**src/rtl/color_cmd_parser_if.sv**
```systemverilog
// Write-request bundle between the UART-facing parser and the color register file.
// master drives the rx byte stream and ack; slave is the parser itself.
interface color_cmd_parser_if;
  logic [7:0] rx_data;
  logic       rx_valid;
  logic [3:0] address;
  logic [3:0] data;
  logic       valid;
  logic       ack;
  logic       err;
  logic [7:0] cmd_count;

  modport master (
    output rx_data, rx_valid, ack,
    input  address, data, valid, err, cmd_count
  );

  modport slave (
    input  rx_data, rx_valid, ack,
    output address, data, valid, err, cmd_count
  );
endinterface

```
**src/rtl/color_cmd_parser.sv**
```systemverilog
// Decodes ASCII "W<addr><data>\r" frames into 4-bit register writes on a valid/ack handshake,
// flagging malformed frames, overruns and ack timeouts with a one-cycle err pulse.
module color_cmd_parser #(
  parameter int unsigned TIMEOUT = 1024
) (
  input logic                clk,
  input logic                rst,
  color_cmd_parser_if.slave  bus
);

  localparam int unsigned CntW = (TIMEOUT > 2) ? $clog2(TIMEOUT) : 1;
  localparam logic [CntW-1:0] TmoLast = CntW'(TIMEOUT - 1);

  localparam logic [7:0] ChW  = 8'h57;
  localparam logic [7:0] ChCr = 8'h0D;

  typedef enum logic [2:0] {
    StIdle,
    StGetAddr,
    StGetData,
    StGetEnd,
    StWaitAck
  } state_e;

  state_e          state_q;
  logic [3:0]      addr_shadow_q;
  logic [3:0]      data_shadow_q;
  logic [3:0]      address_q;
  logic [3:0]      data_q;
  logic            valid_q;
  logic            err_q;
  logic [7:0]      cmd_count_q;
  logic [CntW-1:0] tmo_cnt_q;

  logic       rx_hex;
  logic [3:0] rx_nibble;

  always_comb begin
    rx_hex    = 1'b0;
    rx_nibble = 4'h0;
    if (bus.rx_data >= 8'h30 && bus.rx_data <= 8'h39) begin
      rx_hex    = 1'b1;
      rx_nibble = bus.rx_data[3:0];
    end else if ((bus.rx_data >= 8'h41 && bus.rx_data <= 8'h46) ||
                 (bus.rx_data >= 8'h61 && bus.rx_data <= 8'h66)) begin
      // 'A'..'F' and 'a'..'f' share the low nibble 1..6
      rx_hex    = 1'b1;
      rx_nibble = bus.rx_data[3:0] + 4'd9;
    end
  end

  always_ff @(posedge clk or posedge rst) begin
    if (rst) begin
      state_q       <= StIdle;
      addr_shadow_q <= 4'h0;
      data_shadow_q <= 4'h0;
      address_q     <= 4'h0;
      data_q        <= 4'h0;
      valid_q       <= 1'b0;
      err_q         <= 1'b0;
      cmd_count_q   <= 8'd0;
      tmo_cnt_q     <= '0;
    end else begin
      err_q <= 1'b0;
      unique case (state_q)
        StIdle: begin
          if (bus.rx_valid && bus.rx_data == ChW) state_q <= StGetAddr;
        end

        StGetAddr: begin
          if (bus.rx_valid) begin
            if (bus.rx_data == ChW) begin
              state_q <= StGetAddr;
            end else if (rx_hex) begin
              addr_shadow_q <= rx_nibble;
              state_q       <= StGetData;
            end else begin
              err_q         <= 1'b1;
              addr_shadow_q <= 4'h0;
              data_shadow_q <= 4'h0;
              state_q       <= StIdle;
            end
          end
        end

        StGetData: begin
          if (bus.rx_valid) begin
            if (bus.rx_data == ChW) begin
              state_q <= StGetAddr;
            end else if (rx_hex) begin
              data_shadow_q <= rx_nibble;
              state_q       <= StGetEnd;
            end else begin
              err_q         <= 1'b1;
              addr_shadow_q <= 4'h0;
              data_shadow_q <= 4'h0;
              state_q       <= StIdle;
            end
          end
        end

        StGetEnd: begin
          if (bus.rx_valid) begin
            if (bus.rx_data == ChW) begin
              state_q <= StGetAddr;
            end else if (bus.rx_data == ChCr) begin
              address_q <= addr_shadow_q;
              data_q    <= data_shadow_q;
              valid_q   <= 1'b1;
              tmo_cnt_q <= '0;
              state_q   <= StWaitAck;
            end else begin
              err_q         <= 1'b1;
              addr_shadow_q <= 4'h0;
              data_shadow_q <= 4'h0;
              state_q       <= StIdle;
            end
          end
        end

        StWaitAck: begin
          // Bytes arriving while a write is outstanding are overruns, never frame starts
          if (bus.rx_valid) err_q <= 1'b1;
          if (bus.ack) begin
            valid_q     <= 1'b0;
            cmd_count_q <= cmd_count_q + 8'd1;
            state_q     <= StIdle;
          end else if (tmo_cnt_q == TmoLast) begin
            valid_q <= 1'b0;
            err_q   <= 1'b1;
            state_q <= StIdle;
          end else begin
            tmo_cnt_q <= tmo_cnt_q + CntW'(1);
          end
        end

        default: state_q <= StIdle;
      endcase
    end
  end

  assign bus.address   = address_q;
  assign bus.data      = data_q;
  assign bus.valid     = valid_q;
  assign bus.err       = err_q;
  assign bus.cmd_count = cmd_count_q;

endmodule
```
**src/flat_wrapper.sv**
```systemverilog
// flat-port wrapper written by rule: the top's interface ports become plain ports
module color_cmd_parser_flat 
#(
  parameter int unsigned TIMEOUT = 1024
)
  (clk, rst, bus_rx_data, bus_rx_valid, bus_ack, bus_address, bus_data, bus_valid, bus_err, bus_cmd_count);
  color_cmd_parser_if bus_i ();
  input logic clk;
  input logic rst;
  input wire logic [$bits(bus_i.rx_data)-1:0] bus_rx_data;
  input wire logic [$bits(bus_i.rx_valid)-1:0] bus_rx_valid;
  input wire logic [$bits(bus_i.ack)-1:0] bus_ack;
  output wire logic [$bits(bus_i.address)-1:0] bus_address;
  output wire logic [$bits(bus_i.data)-1:0] bus_data;
  output wire logic [$bits(bus_i.valid)-1:0] bus_valid;
  output wire logic [$bits(bus_i.err)-1:0] bus_err;
  output wire logic [$bits(bus_i.cmd_count)-1:0] bus_cmd_count;
  assign bus_i.rx_data = bus_rx_data;
  assign bus_i.rx_valid = bus_rx_valid;
  assign bus_i.ack = bus_ack;
  assign bus_address = bus_i.address;
  assign bus_data = bus_i.data;
  assign bus_valid = bus_i.valid;
  assign bus_err = bus_i.err;
  assign bus_cmd_count = bus_i.cmd_count;
  color_cmd_parser #(.TIMEOUT(TIMEOUT)) u_core (.clk(clk), .rst(rst), .bus(bus_i));
endmodule
```
**config.mk**
```make
export PLATFORM = sky130hd
export DESIGN_NAME = color_cmd_parser_flat
export DESIGN_NICKNAME = d
export VERILOG_FILES = /design/src/rtl/color_cmd_parser_if.sv /design/src/rtl/color_cmd_parser.sv /design/src/flat_wrapper.sv
export SDC_FILE = /design/constraint.sdc
export NUM_CORES = 1
export LEC_CHECK = 0
export BUFFER_PORTS_ARGS = -buffer_cell sky130_fd_sc_hd__clkbuf_2
export CORE_MARGIN = 4
export CORE_UTILIZATION = 56
export CTS_CLUSTER_SIZE = 30
export DETAILED_ROUTE_END_ITERATION = 16
export GPL_TIMING_DRIVEN = 1
export MAX_ROUTING_LAYER = met4
export PLACE_DENSITY = 0.8
export SYNTH_ARGS = -nofsm -noshare
export SYNTH_HDL_FRONTEND = slang
export SYNTH_SLANG_ARGS = --single-unit
export TNS_END_PERCENT = 1
```
**constraint.sdc**
```tcl
create_clock -name clk -period 2.5 [get_ports clk]
set_clock_uncertainty 0.1 [all_clocks]
set_input_delay 0.125 -clock clk [delete_from_list [all_inputs] [get_ports clk]]
set_output_delay 0.125 -clock clk [all_outputs]
set_load 0.01 [all_outputs]
```
Word-level counts from Yosys, hierarchy flattened
Cells that the tools add are included.
Word-level totals
  bits of input ports: 12
  memories kept: 0
  output and inout port bits: 18
  bits in latches: 0
  register bits after elaboration: 39
  memory bits (writable): 0
  memory bits (read-only): 0
Operators by class
  equality and inequality tests: 21
  multiply operators: 0
  muxes and demuxes: 50
  bitwise gates (word level): 1
  $add $sub $neg: 3
  $lt $le $gt $ge: 6
  reduce and logical (&&, ||, !) cells: 16
  div/mod/pow operators: 0
  shift operators: 0
Operator list (number)
  10-bit 2-to-1 mux: 5
  4-bit 2-to-1 mux: 11
  3-bit 2-to-1 mux: 10
  4-bit one-hot mux with 3 select lines: 2
  2-bit inequality test (second input constant): 11
  10-bit one-hot mux with 2 select lines: 1
  9-bit AND reduction: 2
  8-bit by 7-bit >= comparator with 1-bit output (second input constant): 2
  8-bit by 7-bit <= comparator with 1-bit output (second input constant): 2
  1-bit 2-to-1 mux: 16
  3-bit one-hot mux with 5 select lines: 1
  10-bit by 1-bit adder with 10-bit output (second input constant): 1
  10-bit == test (second input constant): 1
  5-bit AND reduction: 2
  8-bit by 1-bit adder with 8-bit output (second input constant): 1
  8-bit by 4-bit == test with 1-bit output (second input constant): 1
  8-bit by 7-bit == test with 1-bit output (second input constant): 1
  8-bit by 6-bit >= comparator with 1-bit output (second input constant): 1
  8-bit by 6-bit <= comparator with 1-bit output (second input constant): 1
  3-bit by 2-bit == test with 1-bit output (second input constant): 2
  6-bit AND reduction: 1
  4-bit adder (second input constant): 1
  1-bit logical AND: 4
  2-bit 2-to-1 mux: 2
  14 further kinds: 15

Logic depth before layout (Yosys ltp)
Gate-level depths: netlist of the first run.
  depth in word-level cells: 9
  gate-level depth with buffers: 9
  mapped depth without buffers: 7

Least setup slack after synthesis of the first run
No wires, ideal clock.
  path type: register to register
  start point: register u_core.state_q[1]
  end point: register u_core.tmo_cnt_q[0]
  library setup time: 0.152 ns
  data arrival time: 1.623 ns
  slack: 0.624 ns
  cell stages (with the launch flop): 9
  clock period less this slack: 1.876 ns
  required time: 2.248 ns
  cells stage by stage: dfrtp_1 > clkbuf_1 > nor2b_1 > and4_1 > buf_2 > buf_4 > nor2_1 > nand2_1 > o21ai_0
On the way
  longest elaborated chain between the ends: 3
Ends and longest elaborated chain
  start, declared: RTL line color_cmd_parser.sv:25  | state_e state_q;
  start signal, assigned: RTL line color_cmd_parser.sv:54  | state_q <= StIdle;
  start signal, assigned: RTL line color_cmd_parser.sv:67  | if (bus.rx_valid && bus.rx_data == ChW) state_q <= StGetAddr;
  start signal, assigned: RTL line color_cmd_parser.sv:73  | state_q <= StGetAddr;
  3-bit == test or 3-bit by 2-bit == test with 1-bit output (tied branches): RTL line color_cmd_parser.sv:65  | unique case (state_q)
  2-bit inequality test (no source line) (tied with other cells)
  6-bit AND reduction (no source line)
  end signal, assigned: RTL line color_cmd_parser.sv:133  | tmo_cnt_q <= tmo_cnt_q + CntW'(1);
  end, declared: RTL line color_cmd_parser.sv:33  | logic [CntW-1:0] tmo_cnt_q;
Several ways; a longest one is shown, not always the timed one.
A chain may end at the register's enable or synchronous reset.

Worst setup path in the final report of the first run
  start point: register u_core.state_q[1]
  end point: register u_core.address_q[2] (netlist: u_core.bus.address[2])
On the way
  longest elaborated chain between the ends: 2
Ends and longest elaborated chain
  3-bit by 2-bit == test with 1-bit output: RTL line color_cmd_parser.sv:65
  4-bit AND reduction (no source line)
  end signal, assigned: RTL line color_cmd_parser.sv:107  | address_q <= addr_shadow_q;
  end, declared: RTL line color_cmd_parser.sv:28  | logic [3:0] address_q;
No other way between the ends.

==> summary.txt, run 1 <==
Run status
  • Run status: completed

Logic synthesis
  • Seq/Total Area, Yosys: 48.06%
  • Synth unique cells: 46
  • Top_reg_cell synth: dfrtp_1
  • Syn_nets: 204
  • Flops & latches, synth: 39
  • Synth Area in XOR/XNOR: 5.607%
  • Cells after synthesis: 187
  • Synth Cell Area: 2031 sq um
  • Area contributors post-synth: dfrtp_1 (48%), mux2_2 (9.4%), nor2_1 (3.5%), xnor2_1 (3.5%), ha_1 (3.1%)
  • Top-area cell type share of the netlist area: 48.06%
  • Synth Area in Compound Gates: 11.52%
  • Syn. warnings: 0
  • Synth area leader: dfrtp_1
  • Number of flops mapped to enable cells by yosys: 0
  • Syn avg cell area: 10.86 sq um
  • Ys async rst share: 100.0%
  • Largest family of logic cells by synthesized area: simple AND/OR/NAND/NOR gates
  • Simple-gate share of the synthesized area: 19.65%
  • Post-synthesis mux area share: 9.427%
  • Post-synthesis adder-cell area fraction: 3.081%

Placement
  • PortBufs: 29
  • Placed cell count: 261
  • HPWL after DPL: 3.146 mm
  • Gpl congestion: 0.9186

Routing
  • Post-route ant nets: 0
  • Detailed Routing Iterations Pass 1: 4
  • DR vias: 1511
  • Vias per cell: 5.576
  • Drt drc: 0
  • Iteration-0 DRC Markers: 142
  • Total wire length: 4.106 mm
  • Routed len/inst: 15.15 microns

Final layout
  • Area Growth Syn to Fin: 14.29%
  • Most frequent cells in the layout: dfrtp_1 (39), clkbuf_2 (29), nor2_1 (19), mux2_2 (17), nand2_1 (16)
  • Layout cells sized above 1: 29.78%
  • Fin nets: 241
  • Commonest non-fill, non-tap cell in the layout: dfrtp_1
  • Final non-filler cell total: 271
  • Number of diodes: 0

STA
  • Pins Over Slew Limit: 0
  • Worst-Margin Slew: 0.6897 ns
  • Max_slew headroom: 53.97%
  • Final setup fails: 0
  • Hold Vio Cnt, Final: 0
  • Peak Freq: 495.3 MHz
  • Setup TNS Final: 0 ns
  • RSZ-0062 raised after global routing: no
  • Final period utilization: 80.76%
  • Minimum clock period: 2.019 ns

Flow run
  • Maxcap violations: 0

Power
  • Power Dens Cells: 447.5 nW/um^2
  • Sequential share of power: 61.2%
  • Combinational Power Share: 5.9%
  • Peak VDD IR: 357.7 uV
  • P_sw: 270.2 uW
  • Pint: 768.4 uW
  • Static leakage: 0.001121 uW
  • Sw frac: 26.02%
  • Clk pwr share: 32.9%

Critical path
  • Reg-to-Reg End: u_core.bus.address[2]$_DFFE_PP0P_
  • Crit path max-delay cell type: dfrtp_1
  • Critical path startpoint category: flop
  • CP Capture Type: flop
  • Worst Path Required: 2.66 ns
  • Crit Path Class: reg -> reg
  • FF-to-FF path depth: 4
  • Slowest stage delay, CP: 0.55 ns
  • Worst reg-to-reg setup slack: 0.48 ns
  • Critical path, cell by cell: nor2b_1, and4_1, buf_4, mux2_2
  • Critical Path AT: 2.18 ns
  • Worst r2r src: u_core.state_q[1]$_DFFE_PP0P_
  • Crit path max fanout: 12

Global routing
  • First-pass GRT wire length: 7.224 mm
  • Gr usage total: 21.68%
  • Grt ovf: 0
  • Initial antenna violation count: 0
  • Vias in the first global route: 1612
  • Pin count of the biggest net entering global routing: 22

Clock tree
  • Clk sink count: 39
  • Clk Latency, worst-skew pair: 0.35 ns
  • Root Driver: clkbuf_4
  • Clk pin slew, worst setup/hold paths: 0.14 ns
  • CTS H-tree lvls: 2
  • Longest Clk Path Bufs: 2
  • CTS Buf Count: 5
  • CTS tree: done

Floorplanning
  • Core ar.: 3416 sq um
  • Starting Density: 59.45%
  • Die ar.: 4654 sq um
  • DIE WIDTH: 68.22 microns
  • Die height: 68.22 microns
  • # rows: 21
  • Ports: 30

Min path
  • Min-delay worst type: in -> reg
  • Hold path endpoint: u_core.tmo_cnt_q[0]$_DFFE_PP0P_
  • Hold Startpoint: bus_ack
  • Worst hold path cell count: 4
[area by class of cell]
type                            instances  area [sq um]
Inverter                                8         30.03
Fill cell                             285          1095
Tap cell                               46         57.56
Sequential cell                        39         975.9
Multi-Input combinational cell        135          1001
Clock inverter                          3         23.77
Clock buffer                            5         37.54
Timing Repair Buffer                   35         195.2
[worst max-delay path: cells and delay by family, from the launching register on]
kind | cells | cell delay (ns)
flops | 1 | 0.55
buf+inv | 1 | 0.20
mux | 1 | 0.35
simple gates | 2 | 0.73
[kinds of logic after synthesis]
kind of cell               count (synthesis)
and+or+nand+nor                           72
DFF                                       39
AOI/OAI and AO/OA                         28
muxes                                     17
xor gates and xnor gates                  13
buffers and inverters                     13
adders and majority gates                  5
[synthesized netlist by cell type, types with 2 or more instances]
library cell	number
o21ai_0	7
ha_1	5
nor2_1	19
xor2_1	5
clkbuf_1	3
inv_1	8
nand2_1	16
nor3_1	5
nor4bb_1	2
or3_1	3
nand3_1	5
nor3b_1	2
xnor2_1	8
nor2b_1	2
nand2b_1	3
mux2_2	17
dfrtp_1	39
nand4_1	5
a21oi_1	6
[flip-flops by register name, summed over array words and instances, names as in the netlist]
name                  cells
u_core.addr_shadow_q      4
u_core.tmo_cnt_q         10
u_core.bus.valid          1
u_core.data_shadow_q      4
u_core.state_q            3
u_core.bus.err            1
u_core.bus.cmd_count      8
u_core.bus.address        4
u_core.bus.data           4
[power by group through the flow]
stage | sequential, uW | clock (uW) | combinational, uW
floorplan | 647 | 0 | 31.7
global placement | 647 | 0 | 54.5
detailed placement | 647 | 0 | 59.2
CTS | 635 | 353 | 61.7
global route | 636 | 383 | 68.5
finish | 635 | 342 | 61.7
[metal layers]
metal  up-vias  share of wire (%)  GRT usage (%)
met1       705                 44          26.50
met5         -                  0              -
met4         0                2.7          11.66
li1        742                  -              -
met3        15                3.9          4.105
met2        49                 49          33.94
[stage by stage]
step | instance area (sq um) | util (%) | power (uW) | hold WS [ns] | setup slack, ns
floorplan | 2031 | - | 678.3 | 0.1949 | 0.6243
global placement | 2240 | 65.57 | 701.7 | 0.1138 | 0.4402
detailed placement | 2240 | 65.57 | 706.6 | 0.1423 | 0.3324
CTS | 2321 | 67.95 | 1050 | 0.01190 | 0.4992
global route | 2321 | 67.95 | 1087 | 0.05613 | 0.3283
finish | 2321 | 67.95 | 1039 | 0.02837 | 0.4811
[how the worst max path moves through the flow]
stage	start	end	slack, ns	cells after the start
4_1_cts	u_core.state_q[1]$_DFFE_PP0P_	u_core.bus.address[2]$_DFFE_PP0P_	0.50	4
3_5_place_dp	bus_rx_data[1]	u_core.addr_shadow_q[0]$_DFFE_PP0P_	0.33	8
3_3_place_gp	bus_rx_data[3]	u_core.addr_shadow_q[1]$_DFFE_PP0P_	0.44	6
5_1_grt	u_core.state_q[1]$_DFFE_PP0P_	u_core.tmo_cnt_q[0]$_DFFE_PP0P_	0.33	6
2_1_floorplan	u_core.state_q[1]$_DFFE_PP0P_	u_core.tmo_cnt_q[0]$_DFFE_PP0P_	0.62	8
6_report	u_core.state_q[1]$_DFFE_PP0P_	u_core.bus.address[2]$_DFFE_PP0P_	0.48	4
[timing repair]
| item | 4_1_cts | 5_1_grt |
|---|---|---|
| hold endpoints to repair | 19 | 0 |
| setup endpoints to repair | 0 | 0 |
| hold buffers | 2 | 0 |
| buffers inserted | 0 | 0 |
| resized for setup | 0 | 0 |
No activity file was read; power rests on OpenSTA's default activity.
==> run 2: changes to the inputs <==
ABC_AREA = 1   (was default)
CORE_UTILIZATION = 58   (was 56)
PLACE_DENSITY = 0.81   (was 0.8)
clock period = 2.1 ns   (was 2.5 ns; I/O delays follow)
==> run 2 against run 1 <==
Critical path depth up 4; maximum frequency up 11%; global-route usage down 0.34 points; sequential power up 27%; sequential share of layout area down 6.2 points; die area up 12%; first-iteration DRC count down 23%; non-clock buffer count down 3; via count up 36%; critical path type unchanged; largest cell class unchanged; largest power group unchanged.
==> summary.txt, run 2 <==
Critical path
  • Critical Path AT: 1.89 ns
  • Critical path startpoint category: flop
  • Crit Path Class: reg -> reg
  • Crit path max fanout: 15
  • Worst Path Required: 2.17 ns
  • Crit path max-delay cell type: dfrtp_1
  • CP Capture Type: flop
  • CP dominant cell by count: nand2_4
  • Critical path, cell by cell: ha_1, nand2_2, nor3_2, nand3b_2, nand2_4, nand2_4, nand2_1, o21ai_0
  • Slowest stage delay, CP: 0.41 ns
  • Buffers plus inverters on the worst setup path: 0
  • CP top delay family: simple AND/OR/NAND/NOR gates

Global routing
  • Gr usage total: 21.34%
  • First-pass GRT wire length: 8.535 mm
  • Pin count of the biggest net entering global routing: 40
  • Grt ovf: 0
  • Vias in the first global route: 1901
  • Initial antenna violation count: 0

Routing
  • Post-route ant nets: 0
  • Detailed Routing Iterations Pass 1: 4
  • Total wire length: 4.914 mm
  • Iteration-0 DRC Markers: 110
  • Routed len/inst: 12.44 microns
  • Drt drc: 0
  • Vias per cell: 5.215
  • DR vias: 2060

Final layout
  • FF+latch area: 975.9 sq um
  • Fin nets: 361
  • Commonest non-fill, non-tap cell in the layout: nand2_1
  • Layout cells sized above 1: 20.58%
  • Largest register by flop count: u_core.tmo_cnt_q
  • Max reg flops: 10
  • Final non-filler cell total: 395
  • Number of diodes: 0
  • Final Util: 68.00%
  • Area of the multi-input gates: 1291 sq um
  • Area Growth Syn to Fin: 13.47%
  • Most frequent cells in the layout: nand2_1 (104), dfrtp_1 (39), nand3_1 (34), nor2_1 (31), clkbuf_2 (29)
  • Filler cells: 334

Logic synthesis
  • Synth Cell Area: 2397 sq um
  • Area contributors post-synth: dfrtp_1 (41%), nand2_1 (16%), nand3_1 (7.1%), nor2_1 (4.9%), inv_1 (3.6%)
  • Top_reg_cell synth: dfrtp_1
  • Synth unique cells: 33
  • Seq/Total Area, Yosys: 40.71%
  • Syn_nets: 325
  • Syn avg cell area: 7.783 sq um
  • Commonest cells in the netlist: nand2_1 (104), dfrtp_1 (39), nand3_1 (34)
  • Syn. warnings: 0
  • Most common cell in the netlist: nand2_1
  • Synth area leader: dfrtp_1
  • Ys async rst share: 100.0%
  • Flops & latches, synth: 39
  • Top-area cell type share of the netlist area: 40.71%
  • Number of flops mapped to enable cells by yosys: 0
  • Cells after synthesis: 308

Clock tree
  • Longest Clk Path Bufs: 2
  • Root Driver: clkbuf_8
  • Post-CTS Resized: 0
  • CTS tree: done
  • Hold-fix buffers at CTS: 1
  • Clk sink count: 39
  • CTS H-tree lvls: 2
  • Post-CTS setup buffer count: 0
  • CTS Buf Count: 5
  • Clk pin slew, worst setup/hold paths: 0.08 ns
  • Clk Latency, worst-skew pair: 0.29 ns

STA
  • Hold Vio Cnt, Final: 0
  • Min Hold Slack: 0.07513 ns
  • Peak Freq: 548.1 MHz
  • Minimum clock period: 1.825 ns
  • Final setup fails: 0
  • Pins Over Slew Limit: 0
  • Final period utilization: 86.89%
  • RSZ-0062 raised after global routing: no
  • Max_slew headroom: 67.83%
  • Worst-Margin Slew: 0.4825 ns
  • Setup TNS Final: 0 ns
  • Final setup margin: 0.2754 ns

Floorplanning
  • # rows: 23
  • Ports: 30
  • Core ar.: 4000 sq um
  • Die ar.: 5226 sq um
  • Starting Density: 59.93%
  • DIE WIDTH: 72.29 microns
  • Die height: 72.29 microns

Power
  • Power Dens Cells: 626.8 nW/um^2
  • Static leakage: 0.001437 uW
  • Peak VDD IR: 413.9 uV

Placement
  • PortBufs: 29
  • Gpl congestion: 0.8658
  • Pre-CTS WS: 0.2819 ns
  • Placed cell count: 386
  • HPWL after DPL: 3.600 mm

Flow run
  • Maxcap violations: 0

Min path
  • Min-delay worst type: in -> reg

Run status
  • Run status: completed
run 2: kinds of logic (layout without fill, tap and decap cells):
| kind of cell | count (synthesis) | in the layout | synth area share [%] |
|---|---|---|---|
| adders and majority gates | 5 | 5 | 2.610 |
| muxes | 1 | 1 | 0.4697 |
| xor gates and xnor gates | 14 | 14 | 5.115 |
| AOI/OAI and AO/OA | 19 | 19 | 4.906 |
| and+or+nand+nor | 201 | 201 | 40.76 |
| DFF | 39 | 39 | 40.71 |
| buffers and inverters | 29 | 66 | 5.428 |
run 2: worst paths after layout:
kind	start	end	slack (ns)	depth (start not counted)
worst min register to register	u_core.bus.data[0]$_DFFE_PP0P_	u_core.bus.data[0]$_DFFE_PP0P_	0.37	2
max in group asynchronous	rst	u_core.bus.cmd_count[0]$_DFFE_PP0P_	1.21	4
worst min-delay path	bus_ack	u_core.bus.cmd_count[0]$_DFFE_PP0P_	0.08	3
min in group asynchronous	rst	u_core.bus.valid$_DFFE_PP0P_	0.36	4
worst max-delay path	u_core.tmo_cnt_q[0]$_DFFE_PP0P_	u_core.tmo_cnt_q[7]$_DFFE_PP0P_	0.28	8
worst max register to register	u_core.tmo_cnt_q[0]$_DFFE_PP0P_	u_core.tmo_cnt_q[7]$_DFFE_PP0P_	0.28	8
run 2: worst reg2reg max path, cell delays in order, from the launching register on:
cell and delay, ns:
dfrtp_1 0.41, ha_1 0.22, nand2_2 0.07, nor3_2 0.27, nand3b_2 0.15, nand2_4 0.15, nand2_4 0.15, nand2_1 0.09
o21ai_0 0.09
run 2: area by class of cell:
type,count,share of cell area (%)
Clock buffer,6,3.036
Tap cell,50,2.300
Sequential cell,39,35.88
Timing Repair Buffer,32,6.256
Inverter,26,3.772
Clock inverter,2,1.288
Multi-Input combinational cell,240,47.47
run 2: report_power, final:
| part | internal (uW) | switching (uW) |
|---|---|---|
| logic | 85.8 | 167 |
| clock network | 384 | 260 |
| registers | 783 | 24.8 |
| total | 1250 | 452 |
run 2: layer usage:
metal  global-route usage (%)  wire [microns]
met1                    28.94            2303
met2                    32.05            2308
met3                    4.432             224
met4                    7.098              77
met5                        -               0
run 2: per-stage QoR:
| stage | power [uW] | area [sq um] |
|---|---|---|
| after floorplan | 1006 | 2397 |
| after global placement | 1062 | 2592 |
| after detailed placement | 1067 | 2592 |
| after CTS | 1714 | 2720 |
| after global routing | 1788 | 2720 |
| final | 1705 | 2720 |
==> run 3: changes to the inputs <==
ABC_AREA = default   (was 1)
CORE_UTILIZATION = 56   (was 58)
PLACE_DENSITY = 0.8   (was 0.81)
==> run 3 against run 2 <==
Cell count fell by 30%; critical path type unchanged; sequential cell count unchanged; utilization up 1.4 points; combinational power fell by 69%; total power is 27% lower; clock power down 36%; setup slack lost 0.15 ns; critical path depth down 4; first-iteration DRC count grew 4.5%; worst hold slack worse by 0.017 ns; clock-buffer cell count is 1 higher; largest power group unchanged.
==> summary.txt, run 3 (synthesized netlist as in run 1, its figures left out) <==
STA
  • Max_slew headroom: 62.32%
  • Final period utilization: 93.87%
  • Peak Freq: 507.3 MHz
  • Hold Vio Cnt, Final: 0
  • Final setup margin: 0.1288 ns
  • Minimum clock period: 1.971 ns
  • Pins Over Slew Limit: 0
  • Worst-Margin Slew: 0.5618 ns
  • Final setup fails: 0
  • Setup TNS Final: 0 ns

Final layout
  • Fin nets: 246
  • Filler cells: 257
  • Largest register by flop count: u_core.tmo_cnt_q
  • FF+latch area: 975.9 sq um
  • Max reg flops: 10
  • Commonest non-fill, non-tap cell in the layout: dfrtp_1
  • Area Growth Syn to Fin: 16.82%
  • Layout cells sized above 1: 31.74%
  • Post-route cell area: 2372 sq um
  • Final non-filler cell total: 276
  • Number of diodes: 0
  • Area of the multi-input gates: 1012 sq um
  • Most frequent cells in the layout: dfrtp_1 (39), clkbuf_2 (29), nor2_1 (19), mux2_2 (17), nand2_1 (16)

Global routing
  • First-pass GRT wire length: 7.176 mm
  • Grt ovf: 0
  • Initial antenna violation count: 0
  • Vias in the first global route: 1639
  • Gr usage total: 21.46%
  • Pin count of the biggest net entering global routing: 40

Routing
  • Total wire length: 4.183 mm
  • DR vias: 1558
  • Drt drc: 0
  • Iteration-0 DRC Markers: 115
  • Post-route ant nets: 0
  • Detailed Routing Iterations Pass 1: 4
  • Routed len/inst: 15.16 microns
  • Vias per cell: 5.645

Clock tree
  • Post-CTS setup buffer count: 0
  • Clk sink count: 39
  • Root Driver: clkbuf_4
  • Longest Clk Path Bufs: 2
  • Clk Latency, worst-skew pair: 0.35 ns
  • CTS Buf Count: 5
  • CTS H-tree lvls: 2
  • Clk pin slew, worst setup/hold paths: 0.12 ns
  • CTS tree: done

Placement
  • PortBufs: 29
  • HPWL after DPL: 3.221 mm
  • Gpl congestion: 0.9223
  • Placed cell count: 266
  • Instance area at placement: 2277 sq um
  • Pre-CTS WS: -0.04580 ns

Critical path
  • Crit path max-delay cell type: dfrtp_1
  • Worst Path Required: 2.28 ns
  • CP Launch Point: u_core.state_q[0]$_DFFE_PP0P_
  • Crit Path Class: reg -> reg
  • Critical path, cell by cell: nor4b_2, o31ai_2, or3_1, a21oi_1
  • Slowest stage delay, CP: 0.52 ns
  • Critical Path AT: 2.15 ns
  • Critical path startpoint category: flop
  • Worst r2r src: u_core.state_q[0]$_DFFE_PP0P_
  • Crit path max fanout: 11
  • CP Capture Type: flop

Floorplanning
  • Core ar.: 3416 sq um
  • Ports: 30
  • DIE WIDTH: 68.22 microns
  • # rows: 21
  • Starting Density: 59.45%
  • Die height: 68.22 microns
  • Die ar.: 4654 sq um

Min path
  • Min-delay worst type: in -> reg
  • Hold Startpoint: bus_ack

Power
  • Power Dens Cells: 526.6 nW/um^2
  • Static leakage: 0.001154 uW
  • Peak VDD IR: 396.0 uV

Flow run
  • Maxcap violations: 0

Run status
  • Run status: completed
run 3: final cells by class:
class / count / share of cell area, %
Multi-Input combinational cell: 135 / 42.67
Sequential cell: 39 / 41.14
Timing Repair Buffer: 40 / 9.810
Tap cell: 46 / 2.426
Clock buffer: 7 / 2.321
Inverter: 8 / 1.266
Clock inverter: 1 / 0.3692
run 3: final timing paths:
check                      depth (start not counted)                                   to  slack [ns]
max                                                4      u_core.tmo_cnt_q[8]$_DFFE_PP0P_        0.13
min                                                4             u_core.bus.err$_DFF_PP0_        0.06
max reg2reg                                        4      u_core.tmo_cnt_q[8]$_DFFE_PP0P_        0.13
min reg2reg                                        1  u_core.bus.cmd_count[7]$_DFFE_PP0P_        0.39
max in group asynchronous                          4  u_core.data_shadow_q[2]$_DFFE_PP0P_        1.29
min in group asynchronous                          4        u_core.state_q[2]$_DFFE_PP0P_        0.28
run 3: routing by layer:
layer  global-route usage, %  routed length [microns]  share of wire (%)  vias up
met3                   5.583                      197                4.7       10
met5                       -                        0                  0        -
met2                   35.26                     2188                 52       50
li1                        -                        -                  -      751
met4                   9.181                       78                1.9        0
met1                   24.79                     1718                 41      747
run 3: what timing repair did:
| action | in CTS | in global routing |
|---|---|---|
| hold buffers | 2 | 0 |
| gates resized for setup | 0 | 2 |
| endpoints found under the setup margin | 0 | 7 |
| endpoints found under the hold margin | 42 | 0 |
run 3: worst max-delay path: cells and delay by family, from the launching register on:
kind | cells | cell delay, ns
simple gates | 2 | 0.87
compound gates | 2 | 0.39
flops | 1 | 0.52
run 3: power breakdown:
group	total [uW]	switching, uW	internal, uW
Combinational	78.4	47.5	30.9
Sequential	756	2.07	754
Clock	415	248	166
Total	1250	298	951
run 3: per-stage QoR:
stage / util [%] / power, uW / hold WS [ns]
global route: 69.45 / 1306 / 0.1283
finish: 69.45 / 1249 / 0.05841
CTS: 69.12 / 1266 / 0.04045
detailed placement: 66.67 / 846.3 / 0.1277
floorplan: - / 807.5 / 0.1749
global placement: 66.67 / 841.0 / 0.1092
